<file path="src/rtl/cpu_ctrl_pkg.sv">
// Shared encodings for the multi-cycle CPU control path and datapath:
// FSM states, opcode/funct values, ALU op and all mux-select codes.
package cpu_ctrl_pkg;

   typedef enum logic [3:0] {
      ST_RESET,
      ST_FETCH,
      ST_DECODE,
      ST_MEM_ADDR,
      ST_MEM_READ,
      ST_MEM_WB,
      ST_MEM_WRITE,
      ST_EXEC_R,
      ST_WB_R,
      ST_EXEC_I,
      ST_WB_I,
      ST_BRANCH,
      ST_JUMP,
      ST_JR
   } state_e;

   localparam logic [5:0] OP_RTYPE = 6'h00;
   localparam logic [5:0] OP_J     = 6'h02;
   localparam logic [5:0] OP_JAL   = 6'h03;
   localparam logic [5:0] OP_BEQ   = 6'h04;
   localparam logic [5:0] OP_BNE   = 6'h05;
   localparam logic [5:0] OP_ADDI  = 6'h08;
   localparam logic [5:0] OP_XORI  = 6'h0E;
   localparam logic [5:0] OP_LW    = 6'h23;
   localparam logic [5:0] OP_SW    = 6'h2B;

   localparam logic [5:0] FN_JR    = 6'h08;
   localparam logic [5:0] FN_ADD   = 6'h20;
   localparam logic [5:0] FN_SUB   = 6'h22;
   localparam logic [5:0] FN_SLT   = 6'h2A;

   localparam logic [2:0] ALU_OP_ADD = 3'b000;
   localparam logic [2:0] ALU_OP_SUB = 3'b001;
   localparam logic [2:0] ALU_OP_XOR = 3'b010;
   localparam logic [2:0] ALU_OP_SLT = 3'b011;

   // bit0 drives operand mux address0, bit1 drives address1
   localparam logic [1:0] ALUSRCB_REGB    = 2'b00;
   localparam logic [1:0] ALUSRCB_FOUR    = 2'b10;
   localparam logic [1:0] ALUSRCB_IMM     = 2'b01;
   localparam logic [1:0] ALUSRCB_IMM_SH2 = 2'b11;

   localparam logic [1:0] PC_SRC_ALU    = 2'b00;
   localparam logic [1:0] PC_SRC_ALUOUT = 2'b01;
   localparam logic [1:0] PC_SRC_JUMP   = 2'b10;
   localparam logic [1:0] PC_SRC_RS     = 2'b11;

   localparam logic [1:0] REG_DST_RT = 2'b00;
   localparam logic [1:0] REG_DST_RD = 2'b01;
   localparam logic [1:0] REG_DST_RA = 2'b10;

   localparam logic [1:0] WB_SEL_ALUOUT = 2'b00;
   localparam logic [1:0] WB_SEL_MDR    = 2'b01;
   localparam logic [1:0] WB_SEL_PC     = 2'b10;

endpackage

</file>
<file path="src/rtl/ctrl_decode.sv">
// Combinational instruction decode: opcode/funct -> dispatch state,
// execute-phase ALU operation and illegal-instruction flag.
module ctrl_decode
   import cpu_ctrl_pkg::*;
(
   input  logic [5:0] opcode_i,
   input  logic [5:0] funct_i,
   output state_e     dispatch_o,
   output logic [2:0] alu_op_o,
   output logic       illegal_o
);

   always_comb begin
      dispatch_o = ST_FETCH;
      alu_op_o   = ALU_OP_ADD;
      illegal_o  = 1'b0;
      case (opcode_i)
         OP_LW, OP_SW: dispatch_o = ST_MEM_ADDR;
         OP_RTYPE: begin
            case (funct_i)
               FN_ADD: dispatch_o = ST_EXEC_R;
               FN_SUB: begin
                  dispatch_o = ST_EXEC_R;
                  alu_op_o   = ALU_OP_SUB;
               end
               FN_SLT: begin
                  dispatch_o = ST_EXEC_R;
                  alu_op_o   = ALU_OP_SLT;
               end
               FN_JR:   dispatch_o = ST_JR;
               default: illegal_o  = 1'b1;
            endcase
         end
         OP_ADDI: dispatch_o = ST_EXEC_I;
         OP_XORI: begin
            dispatch_o = ST_EXEC_I;
            alu_op_o   = ALU_OP_XOR;
         end
         OP_BEQ, OP_BNE: dispatch_o = ST_BRANCH;
         OP_J, OP_JAL:   dispatch_o = ST_JUMP;
         default:        illegal_o  = 1'b1;
      endcase
   end

endmodule

</file>
<file path="src/rtl/multicycle_control_fsm.sv">
// Multi-cycle CPU main control FSM: sequences fetch/decode/execute/memory/writeback,
// drives all datapath enables and selects, stalls on mem_ready and counts retired instructions.
module multicycle_control_fsm
   import cpu_ctrl_pkg::*;
#(
   parameter int CNT_W = 32
) (
   input  logic             clk,
   input  logic             rst_n,
   input  logic [5:0]       opcode,
   input  logic [5:0]       funct,
   input  logic             alu_zero,
   input  logic             mem_ready,
   output logic             mem_req,
   output logic             mem_we,
   output logic             iord,
   output logic             ir_we,
   output logic             pc_we,
   output logic [1:0]       pc_src,
   output logic             reg_we,
   output logic [1:0]       reg_dst,
   output logic [1:0]       wb_sel,
   output logic             alu_srca,
   output logic [1:0]       alu_srcb,
   output logic [2:0]       alu_op,
   output logic             illegal,
   output logic [CNT_W-1:0] instr_count
);

   state_e           state_q, state_d;
   logic [CNT_W-1:0] cnt_q, cnt_d;
   logic             retire;

   state_e           dec_dispatch;
   logic [2:0]       dec_alu_op;
   logic             dec_illegal;

   ctrl_decode u_decode (
      .opcode_i   (opcode),
      .funct_i    (funct),
      .dispatch_o (dec_dispatch),
      .alu_op_o   (dec_alu_op),
      .illegal_o  (dec_illegal)
   );

   always_ff @(posedge clk or negedge rst_n) begin
      if (!rst_n) begin
         state_q <= ST_RESET;
         cnt_q   <= '0;
      end else begin
         state_q <= state_d;
         cnt_q   <= cnt_d;
      end
   end

   always_comb begin
      state_d  = state_q;
      retire   = 1'b0;
      mem_req  = 1'b0;
      mem_we   = 1'b0;
      iord     = 1'b0;
      ir_we    = 1'b0;
      pc_we    = 1'b0;
      pc_src   = PC_SRC_ALU;
      reg_we   = 1'b0;
      reg_dst  = REG_DST_RT;
      wb_sel   = WB_SEL_ALUOUT;
      alu_srca = 1'b0;
      alu_srcb = ALUSRCB_REGB;
      alu_op   = ALU_OP_ADD;
      illegal  = 1'b0;

      case (state_q)
         ST_RESET: state_d = ST_FETCH;
         ST_FETCH: begin
            mem_req  = 1'b1;
            alu_srcb = ALUSRCB_FOUR;
            ir_we    = mem_ready;
            pc_we    = mem_ready;
            if (mem_ready) state_d = ST_DECODE;
         end
         ST_DECODE: begin
            // speculative branch target: PC+4 + (imm<<2)
            alu_srcb = ALUSRCB_IMM_SH2;
            illegal  = dec_illegal;
            state_d  = dec_dispatch;
         end
         ST_MEM_ADDR: begin
            alu_srca = 1'b1;
            alu_srcb = ALUSRCB_IMM;
            state_d  = (opcode == OP_SW) ? ST_MEM_WRITE : ST_MEM_READ;
         end
         ST_MEM_READ: begin
            mem_req = 1'b1;
            iord    = 1'b1;
            if (mem_ready) state_d = ST_MEM_WB;
         end
         ST_MEM_WB: begin
            reg_we = 1'b1;
            wb_sel = WB_SEL_MDR;
            retire = 1'b1;
         end
         ST_MEM_WRITE: begin
            mem_req = 1'b1;
            mem_we  = 1'b1;
            iord    = 1'b1;
            retire  = mem_ready;
         end
         ST_EXEC_R: begin
            alu_srca = 1'b1;
            alu_op   = dec_alu_op;
            state_d  = ST_WB_R;
         end
         ST_WB_R: begin
            reg_we  = 1'b1;
            reg_dst = REG_DST_RD;
            retire  = 1'b1;
         end
         ST_EXEC_I: begin
            alu_srca = 1'b1;
            alu_srcb = ALUSRCB_IMM;
            alu_op   = dec_alu_op;
            state_d  = ST_WB_I;
         end
         ST_WB_I: begin
            reg_we = 1'b1;
            retire = 1'b1;
         end
         ST_BRANCH: begin
            alu_srca = 1'b1;
            alu_op   = ALU_OP_SUB;
            pc_src   = PC_SRC_ALUOUT;
            pc_we    = (opcode == OP_BNE) ? ~alu_zero : alu_zero;
            retire   = 1'b1;
         end
         ST_JUMP: begin
            pc_we  = 1'b1;
            pc_src = PC_SRC_JUMP;
            if (opcode == OP_JAL) begin
               reg_we  = 1'b1;
               reg_dst = REG_DST_RA;
               wb_sel  = WB_SEL_PC;
            end
            retire = 1'b1;
         end
         ST_JR: begin
            pc_we  = 1'b1;
            pc_src = PC_SRC_RS;
            retire = 1'b1;
         end
         default: state_d = ST_RESET;
      endcase

      if (retire) state_d = ST_FETCH;
      cnt_d = retire ? cnt_q + CNT_W'(1) : cnt_q;
   end

   assign instr_count = cnt_q;

endmodule

</file>
<file path="config.mk">
export PLATFORM = sky130hd
export DESIGN_NAME = multicycle_control_fsm
export DESIGN_NICKNAME = d
export VERILOG_FILES = /design/src/rtl/cpu_ctrl_pkg.sv /design/src/rtl/ctrl_decode.sv /design/src/rtl/multicycle_control_fsm.sv
export SDC_FILE = /design/constraint.sdc
export NUM_CORES = 1
export LEC_CHECK = 0
export CAP_MARGIN = 20
export CORE_UTILIZATION = 25
export CTS_CLUSTER_DIAMETER = 120
export DETAILED_ROUTE_END_ITERATION = 10
export PLACE_DENSITY_LB_ADDON = 0.25
export SLEW_MARGIN = 10
export SYNTH_ARGS = -nofsm -noshare
export SYNTH_HDL_FRONTEND = slang
export SYNTH_SLANG_ARGS = --single-unit
export TNS_END_PERCENT = 10
</file>
<file path="constraint.sdc">
create_clock -name clk -period 3.7 [get_ports clk]
set_clock_uncertainty 0.2 [all_clocks]
set_input_delay 0.555 -clock clk [delete_from_list [all_inputs] [get_ports clk]]
set_output_delay 0.555 -clock clk [all_outputs]
set_load 0.05 [all_outputs]
</file>
==> results by group, run 1 <==
STA
  • Tcrit/Tclk final: 0.922
  • Worst slew pin tran: 0.796 ns
  • Pins Over Slew Limit: 0
  • Setup WS post-layout: 0.289 ns
  • Unrepaired setup endpoints after global routing: no
  • Max Fclk: 293 MHz
  • Rel. slew slack: 0.469
  • Setup-failing EPs final: 0
  • Count of final hold-check violations: 0
  • Min Tclk post-route: 3.41 ns
  • Setup TNS: 0 ns

GRT
  • Initial antenna violation count: 0
  • Largest net degree at the start of global routing: 37
  • First-pass GRT wire length: 9.20 mm
  • Gr usage total: 0.117
  • Remaining global-route overflow: 0
  • Number of global-route vias before repair: 1909

Logic synthesis
  • Yosys cell types: 52
  • Sequential share of the synthesized area: 0.385
  • Cells after synthesis: 248
  • EDFF count, synth: 0
  • Synth area leaders: dfrtp_1 (38%), xnor2_1 (7.9%), xor2_1 (5.2%)
  • Post-Syn Area: 2340 µm²
  • Post-synth top area cell: dfrtp_1
  • Yosys reg bits: 36
  • Area fraction of the dominant cell type after synthesis: 0.385
  • Post-Syn Nets: 265
  • Syn Area/Cell: 9.44 µm²
  • Yosys warns: 0
  • Async S/R FF share, synth: 1.00
  • Prevailing post-synth register cell: dfrtp_1

Finish
  • Ant. Diodes: 0
  • Fill cells: 905
  • Post-route cell area: 3190 µm²
  • Post-layout util: 0.359
  • Layout cell share with drive strength beyond 1: 0.128
  • Post-Layout Cell Count: 421
  • Number of nets in the layout: 329
  • Syn-to-layout area delta: 36.2%
  • Area of the multi-input gates: 1350 µm²
  • Sequential Area: 901 µm²

Route
  • Via density: 4.88
  • Routed WL: 5.62 mm
  • Routed vias: 2054
  • WL/cell: 13.3 µm
  • Initial DRC Count: 83
  • # DRC: 0
  • Drt pass-1 iters: 6
  • Post-DRT Antenna Nets: 0

Setup path
  • Most frequent cell on the critical path: clkdlybuf4s50_1
  • Slowest stage cell, crit path: clkdlybuf4s50_1
  • Critical path's top delay family: buffers and inverters
  • Startpoint Class: input pin
  • Critical path required time: 2.94 ns
  • Crit-path cells: clkdlybuf4s50_1, nor3b_1, nand2_1, nor3_1, clkdlybuf4s50_1
  • Max incr delay on CP: 0.85 ns
  • Worst EP arrival: 2.66 ns
  • Largest fanout on the critical path: 8
  • Crit Path Class: input pin to output pin
  • Critical path buffers and inverters: 2
  • Type of destination of the critical path: output pin

Clocking
  • Worst-path clk slew: 0.07 ns
  • Number of hold buffers added after cts: 0
  • # clock sinks: 36
  • # Post-CTS Setup Buffers: 0
  • CTS Buffer Depth: 2
  • Post-CTS sizing: 0
  • H-tree depth: 2
  • CTS tree: done
  • Total CTS buffers: 5
  • Clk_lat worst skew: 0.28 ns
  • CTS root buffer: clkbuf_8

Placement
  • Routability Congestion: 0.768
  • Dpl cells: 413
  • Dpl ws: 0.316 ns
  • Dpl cell area: 3100 µm²
  • Port bufs: 65
  • Post-detail-place hpwl: 4.20 mm

Floorplanning
  • Floorplan row count: 34
  • Die area: 9760 µm²
  • Starting density of the core: 0.263
  • Core box area: 8890 µm²
  • Die Y: 98.8 µm
  • DIE WIDTH: 98.8 µm
  • I/O pin total: 67

Min path
  • Worst hold path class: input pin to async pin

Status
  • Status: completed

Run
  • Max_cap viols: 0

Pwr
  • Peak VDD IR: 0.315 mV
  • Pwr dens: 569 nW/µm²
  • Leakage: 1.30 nW
power breakdown:
group / internal [mW] / switching [mW]
Clock: 0.149 / 0.138
Sequential: 0.442 / 0.125
Combinational: 0.338 / 0.626
Total: 0.928 / 0.888
cell families (layout without fill, tap and decap cells):
kind of cell,Yosys count,after routing,share of synthesized area
muxes,2,2,0.00908
and+or+nand+nor,117,117,0.308
adders and majority gates,1,1,0.00534
xor gates and xnor gates,35,35,0.131
other,1,1,0.00160
AOI/OAI and AO/OA,37,37,0.122
buffers and inverters,19,84,0.0390
DFF,36,36,0.385
final timing paths:
path | depth (start not counted) | to | startpoint | slack [ns]
max in group asynchronous | 1 | instr_count[10] | rst_n | 2.64
setup / recovery | 5 | reg_dst[1] | opcode[1] | 0.29
hold / removal | 1 | instr_count[29] | rst_n | 0.15
setup reg to reg | 5 | instr_count[28] | state_q[2] | 1.41
hold reg to reg | 1 | instr_count[31] | instr_count[31] | 0.27
min in group clk | 1 | instr_count[31] | instr_count[31] | 0.27
layout make-up:
class	count	share of cell area
multi-input combinational	193	0.423
sequential	36	0.282
inverter	8	0.00942
clock inverter	2	0.00314
tap	108	0.0424
clock buffer	6	0.0259
timing repair buffer	68	0.213
cells in the final DEF (no fill, tap or decap), drive strengths merged, types with 3 or more instances in the layout:
| master | Yosys | final |
|---|---|---|
| o21ai | 7 | 7 |
| a211oi | 3 | 3 |
| dfrtp | 36 | 36 |
| a21oi | 12 | 12 |
| or3 | 3 | 3 |
| buf | 4 | 9 |
| nand2 | 18 | 18 |
| nor3 | 20 | 20 |
| inv | 8 | 8 |
| nand2b | 10 | 10 |
| clkdlybuf4s50 | 0 | 59 |
| and3 | 5 | 5 |
| xnor2 | 21 | 21 |
| clkbuf | 7 | 6 |
| nor4 | 3 | 3 |
| nor2 | 18 | 18 |
| nand3 | 16 | 16 |
| xor2 | 14 | 14 |
| nand4 | 12 | 12 |
state kept, by name, summed over array words and instances, names as in the netlist:
signal       cells
instr_count     32
state_q          4
through the flow:
stage	power, mW	hold WS, ns
after detailed placement	1.54	0.262
after global routing	1.92	0.226
after CTS	1.84	0.192
final	1.82	0.149
after global placement	1.54	0.257
after floorplan	1.24	0.0594
layer usage:
| metal | share of wire | up-vias | GRT usage |
|---|---|---|---|
| li1 | - | 1006 | - |
| met2 | 0.47 | 47 | 0.185 |
| met5 | 0 | - | 0 |
| met1 | 0.49 | 996 | 0.166 |
| met4 | 0.0082 | 0 | 0.0310 |
| met3 | 0.030 | 5 | 0.0191 |
synthesized netlist by cell type (3+ instances only):
cell type / n
nor3_2: 10
xor2_1: 14
nor3_1: 10
a21oi_1: 11
nand3_1: 14
clkbuf_1: 7
and3_1: 5
nand2b_1: 10
nand2_1: 18
or3_1: 3
inv_1: 8
nand4_1: 11
xnor2_1: 21
nor2_1: 18
dfrtp_1: 36
o21ai_0: 6
No activity file was read; power rests on OpenSTA's default activity.
==> run 2: changes to the inputs <==
- CTS_BUF_LIST: not set -> sky130_fd_sc_hd__clkbuf_8
- REMOVE_ABC_BUFFERS: not set -> 1
==> run 2 against run 1 <==
  * First-iteration DRC count decreased by 43%
  * Register-to-register slack worse by 0.12 ns
  * Combinational power is 5.5% lower
  * Total power is 1.1% lower
  * Fmax up 3.3%
  * Clock-buffer cell count unchanged
  * Critical path depth unchanged
  * Die area is the same
  * Global-route usage grew 0.35 points
  * Cell area fell by 0.55%
  * Sequential power increased by 6.0%
  * Setup slack better by 0.11 ns
  * Largest cell class unchanged
  * Highest routed layer unchanged
==> results by group, run 2 (synthesis results as in run 1) <==
Status
  • Status: completed (unchanged)

STA
  • Tcrit/Tclk final: 0.893 (was 0.922)
  • Setup WS post-layout: 0.396 ns (was 0.289 ns)
  • Count of final hold-check violations: 0 (unchanged)
  • Rel. slew slack: 0.468 (was 0.469)
  • Setup-failing EPs final: 0 (unchanged)
  • Max Fclk: 303 MHz (was 293 MHz)
  • Min Tclk post-route: 3.30 ns (was 3.41 ns)
  • Setup TNS: 0 ns (unchanged)
  • Worst slew pin tran: 0.798 ns (was 0.796 ns)
  • Pins Over Slew Limit: 0 (unchanged)
  • Unrepaired setup endpoints after global routing: no (unchanged)

GRT
  • Number of global-route vias before repair: 1938 (was 1909)
  • Gr usage total: 0.120 (was 0.117)
  • Largest net degree at the start of global routing: 37 (unchanged)
  • Remaining global-route overflow: 0 (unchanged)
  • First-pass GRT wire length: 9.46 mm (was 9.20 mm)
  • Initial antenna violation count: 0 (unchanged)

Clocking
  • # Post-CTS Setup Buffers: 0 (unchanged)
  • CTS Buffer Depth: 2 (unchanged)
  • H-tree depth: 2 (unchanged)
  • Worst-path clk slew: 0.07 ns (about the same)
  • CTS root buffer: clkbuf_8 (unchanged)
  • # clock sinks: 36 (unchanged)
  • Post-CTS sizing: 0 (unchanged)
  • Clk_lat worst skew: 0.28 ns (about the same)
  • Number of hold buffers added after cts: 0 (unchanged)
  • CTS tree: done (unchanged)
  • Total CTS buffers: 5 (unchanged)

Floorplanning
  • Die area: 9760 µm² (unchanged)
  • Starting density of the core: 0.263 (unchanged)
  • DIE WIDTH: 98.8 µm (unchanged)
  • Die Y: 98.8 µm (unchanged)
  • Core box area: 8890 µm² (unchanged)
  • Floorplan row count: 34 (unchanged)
  • I/O pin total: 67 (unchanged)

Setup path
  • Type of destination of the critical path: output pin (unchanged)
  • Startpoint Class: input pin (unchanged)
  • Most frequent cell on the critical path: clkdlybuf4s50_1 (unchanged)
  • Largest fanout on the critical path: 8 (unchanged)
  • Critical path required time: 2.94 ns (about the same)
  • Slowest stage cell, crit path: clkdlybuf4s50_1 (unchanged)
  • Crit-path cells: clkdlybuf4s50_1, nor3b_1, nand2_1, nor3_1, clkdlybuf4s50_1 (unchanged)
  • Max incr delay on CP: 0.83 ns (was 0.85 ns)
  • Critical path's top delay family: buffers and inverters (unchanged)
  • Crit Path Class: input pin to output pin (unchanged)
  • Worst EP arrival: 2.55 ns (was 2.66 ns)
  • Critical path buffers and inverters: 2 (unchanged)

Route
  • Post-DRT Antenna Nets: 0 (unchanged)
  • Routed vias: 2033 (was 2054)
  • WL/cell: 13.5 µm (was 13.3 µm)
  • # DRC: 0 (unchanged)
  • Routed WL: 5.66 mm (was 5.62 mm)
  • Via density: 4.85 (was 4.88)
  • Initial DRC Count: 47 (was 83)
  • Drt pass-1 iters: 4 (was 6)

Finish
  • Syn-to-layout area delta: 35.4% (was 36.2%)
  • Max reg flops: 32 (unchanged)
  • Layout cell share with drive strength beyond 1: 0.125 (was 0.128)
  • Number of nets in the layout: 327 (was 329)
  • Commonest non-fill, non-tap cell in the layout: clkdlybuf4s50_1 (unchanged)
  • Ant. Diodes: 0 (unchanged)
  • Most frequent cells in the layout: clkdlybuf4s50_1 (58), dfrtp_1 (36), xnor2_1 (21) (was clkdlybuf4s50_1 (59), dfrtp_1 (36), xnor2_1 (21))

Pwr
  • Peak VDD IR: 0.474 mV (was 0.315 mV)
  • Pwr dens: 566 nW/µm² (was 569 nW/µm²)
  • Leakage: 1.29 nW (was 1.30 nW)

Run
  • Max_cap viols: 0 (unchanged)

Placement
  • Post-detail-place hpwl: 4.16 mm (was 4.20 mm)
  • Port bufs: 65 (unchanged)
  • Dpl ws: 0.422 ns (was 0.316 ns)
  • Routability Congestion: 0.820 (was 0.768)

Min path
  • Worst hold path class: input pin to async pin (unchanged)
## run 2: where the power goes
part | switching, mW | internal, mW
Clock | 0.137 | 0.148
Sequential | 0.160 | 0.441
Combinational | 0.585 | 0.326
## run 2: path summary, 6_finish.rpt
kind,start,end,slack (ns),cells past startpoint
setup / recovery,opcode[1],wb_sel[1],0.40,5
hold / removal,rst_n,instr_count[14],0.16,1
setup reg to reg,state_q[1],instr_count[28],1.29,5
hold reg to reg,instr_count[31],instr_count[31],0.28,1
max in group asynchronous,rst_n,instr_count[12],2.64,1
min in group clk,instr_count[31],instr_count[31],0.28,1
## run 2: worst reg2reg max path: stages (launching register included)
cell,delay (ns)
dfrtp_1,0.77
nand2b_1,0.35
o21bai_4,0.12
o211ai_4,0.52
nor3_1,0.17
xor2_1,0.17
## run 2: final cells by class
cell class / count / area [µm²]
multi-input combinational: 193 / 1350
fill: 920 / 5720
clock inverter: 2 / 10.0
clock buffer: 6 / 82.6
timing repair buffer: 66 / 663
sequential: 36 / 901
inverter: 8 / 30.0
tap: 108 / 135
## run 2: routing by layer
| metal | vias up | part of all wire | GRT usage |
|---|---|---|---|
| li1 | 1004 | - | - |
| met1 | 970 | 0.49 | 0.161 |
| met2 | 53 | 0.45 | 0.190 |
| met3 | 6 | 0.048 | 0.0326 |
| met4 | 0 | 0.011 | 0.0356 |
| met5 | - | 0 | 0 |
## run 2: stage by stage
| stage | instance area, µm² | util | cells | total power, mW | hold slack (ns) |
|---|---|---|---|---|---|
| after floorplan | 2280 | - | 237 | 1.21 | 0.0594 |
| after global placement | 3080 | 0.346 | 411 | 1.52 | 0.255 |
| after detailed placement | 3080 | 0.346 | 411 | 1.52 | 0.283 |
| after CTS | 3170 | 0.357 | 419 | 1.82 | 0.191 |
| after global routing | 3170 | 0.357 | 419 | 1.91 | 0.240 |
| final | 3170 | 0.357 | 419 | 1.80 | 0.155 |
==> run 3: changes to the inputs <==
- CORE_MARGIN: not set -> 2
==> run 3 against run 2 <==
  * Register-to-register slack gained 0.12 ns
  * Critical endpoint unchanged
  * Fmax shrank 0.41%
  * Worst hold slack is essentially flat
  * Core utilization shrank 0.73 points
  * Highest routed layer unchanged
  * Via count grew 0.98%
  * Critical path depth is the same
  * Largest power group unchanged
  * Cell area grew 0.83%
  * Die area grew 4.1%
  * Sequential share of layout area shrank 0.23 points
  * Setup slack lost 0.013 ns
  * Clock power grew 18%
==> results by group, run 3 (synthesis results as in run 1) <==
Status
  • Status: completed (unchanged)

Clocking
  • H-tree depth: 2 (unchanged)
  • Clk_lat worst skew: 0.29 ns (was 0.28 ns)
  • Post-CTS sizing: 0 (unchanged)
  • # clock sinks: 36 (unchanged)
  • # Post-CTS Setup Buffers: 0 (unchanged)
  • Total CTS buffers: 5 (unchanged)
  • Number of hold buffers added after cts: 0 (unchanged)
  • CTS tree: done (unchanged)
  • CTS Buffer Depth: 2 (unchanged)
  • CTS root buffer: clkbuf_8 (unchanged)
  • Worst-path clk slew: 0.07 ns (about the same)

STA
  • Worst slew pin tran: 0.808 ns (was 0.798 ns)
  • Min Tclk post-route: 3.32 ns (was 3.30 ns)
  • Max Fclk: 301 MHz (was 303 MHz)
  • Unrepaired setup endpoints after global routing: no (unchanged)
  • Rel. slew slack: 0.462 (was 0.468)
  • Setup-failing EPs final: 0 (unchanged)
  • Setup TNS: 0 ns (unchanged)
  • Hold WS: 0.155 ns (about the same)
  • Count of final hold-check violations: 0 (unchanged)
  • Tcrit/Tclk final: 0.896 (was 0.893)
  • Pins Over Slew Limit: 0 (unchanged)

Route
  • Post-DRT Antenna Nets: 0 (unchanged)
  • # DRC: 0 (unchanged)
  • Routed WL: 5.78 mm (was 5.66 mm)
  • Routed vias: 2053 (was 2033)
  • Initial DRC Count: 80 (was 47)
  • Drt pass-1 iters: 4 (unchanged)
  • WL/cell: 13.7 µm (was 13.5 µm)
  • Via density: 4.85 (about the same)

GRT
  • Number of global-route vias before repair: 2036 (was 1938)
  • Initial antenna violation count: 0 (unchanged)
  • Remaining global-route overflow: 0 (unchanged)
  • Gr usage total: 0.120 (about the same)
  • Largest net degree at the start of global routing: 37 (unchanged)
  • First-pass GRT wire length: 9.94 mm (was 9.46 mm)

Floorplanning
  • Core box area: 9150 µm² (was 8890 µm²)
  • Die Y: 101 µm (was 98.8 µm)
  • Die area: 10200 µm² (was 9760 µm²)
  • DIE WIDTH: 101 µm (was 98.8 µm)
  • Starting density of the core: 0.256 (was 0.263)
  • Floorplan row count: 35 (was 34)
  • I/O pin total: 67 (unchanged)

Setup path
  • Most frequent cell on the critical path: clkdlybuf4s50_1 (unchanged)
  • Worst Reg-to-Reg Cells: 5 (unchanged)
  • Flop2flop setup slack: 1.41 ns (was 1.29 ns)
  • FF-to-FF Start: state_q[2] (was state_q[1])
  • Crit-path cells: clkdlybuf4s50_1, nor3b_1, nand2_1, nor3_1, clkdlybuf4s50_1 (unchanged)
  • Critical path required time: 2.94 ns (about the same)
  • Worst EP arrival: 2.56 ns (was 2.55 ns)
  • Largest fanout on the critical path: 8 (unchanged)
  • Type of destination of the critical path: output pin (unchanged)
  • Startpoint Class: input pin (unchanged)
  • RR Endpoint: instr_count[28] (unchanged)
  • Max incr delay on CP: 0.83 ns (about the same)
  • Crit Path Class: input pin to output pin (unchanged)
  • Slowest stage cell, crit path: clkdlybuf4s50_1 (unchanged)

Pwr
  • Peak VDD IR: 0.505 mV (was 0.474 mV)
  • Leakage: 1.31 nW (was 1.29 nW)
  • Pwr dens: 582 nW/µm² (was 566 nW/µm²)
  • PnR Total Power: 1.86 mW (was 1.80 mW)

Finish
  • Number of nets in the layout: 328 (was 327)
  • Ant. Diodes: 0 (unchanged)
  • Fill cells: 940 (was 920)
  • Commonest non-fill, non-tap cell in the layout: clkdlybuf4s50_1 (unchanged)
  • Layout cell share with drive strength beyond 1: 0.125 (about the same)
  • Max reg flops: 32 (unchanged)
  • Syn-to-layout area delta: 36.5% (was 35.4%)
  • Most frequent cells in the layout: clkdlybuf4s50_1 (58), dfrtp_1 (36), xnor2_1 (21) (unchanged)

Placement
  • Port bufs: 65 (unchanged)
  • Post-detail-place hpwl: 4.20 mm (was 4.16 mm)
  • Routability Congestion: 0.822 (was 0.820)

Min path
  • Worst hold path class: input pin to async pin (unchanged)

Run
  • Max_cap viols: 0 (unchanged)
==> run 3: changes by cell type in the layout (fill, tap and decap cells not counted) <==
cell       delta
inv_1         +1
clkinv_2      -1
bufinv_16     +1
buf_4         +1
clkbuf_8      -1
==> run 3: area by class of cell <==
cell class | count | area, µm² | area share
repair buffers | 67 | 671 | 0.210
clock buffers | 5 | 68.8 | 0.0215
inverters | 8 | 30.0 | 0.00939
multi-input cells | 193 | 1350 | 0.422
well taps | 111 | 139 | 0.0434
clock inverters | 3 | 38.8 | 0.0121
flip-flops and latches | 36 | 901 | 0.282
==> run 3: critical path, delay by kind of cell <==
kind          cells  cell delay [ns]
buf+inv           2             1.46
simple gates      3             0.54
==> run 3: worst max path at each step <==
stage / startpoint / endpoint / slack, ns / cells after the start
after global placement: opcode[1] / wb_sel[1] / 0.41 / 5
after floorplan: opcode[3] / reg_we / 0.48 / 4
after detailed placement: opcode[1] / wb_sel[1] / 0.41 / 5
after CTS: opcode[1] / wb_sel[1] / 0.38 / 5
after global routing: opcode[1] / wb_sel[1] / 0.30 / 5
final: opcode[1] / wb_sel[1] / 0.38 / 5
==> run 3: stage by stage <==
| step | setup slack, ns | std cells | cell area (µm²) | util |
|---|---|---|---|---|
| after floorplan | 0.481 | 237 | 2280 | - |
| after global placement | 0.408 | 415 | 3090 | 0.338 |
| after detailed placement | 0.411 | 415 | 3090 | 0.338 |
| after CTS | 0.383 | 423 | 3200 | 0.349 |
| after global routing | 0.295 | 423 | 3200 | 0.349 |
| final | 0.383 | 423 | 3200 | 0.349 |
==> run 3: power by group <==
group	leakage [nW]	internal [mW]	switching (mW)
combinational	0.769	0.333	0.601
clock	0.0593	0.197	0.140
sequential	0.478	0.441	0.150
==> run 3: routing by layer <==
metal	track usage	up-vias	wire length, µm
met2	0.176	68	2550
met1	0.171	969	2810
met3	0.0354	7	345
li1	-	1009	-
met4	0.0348	0	72
met5	0	-	0
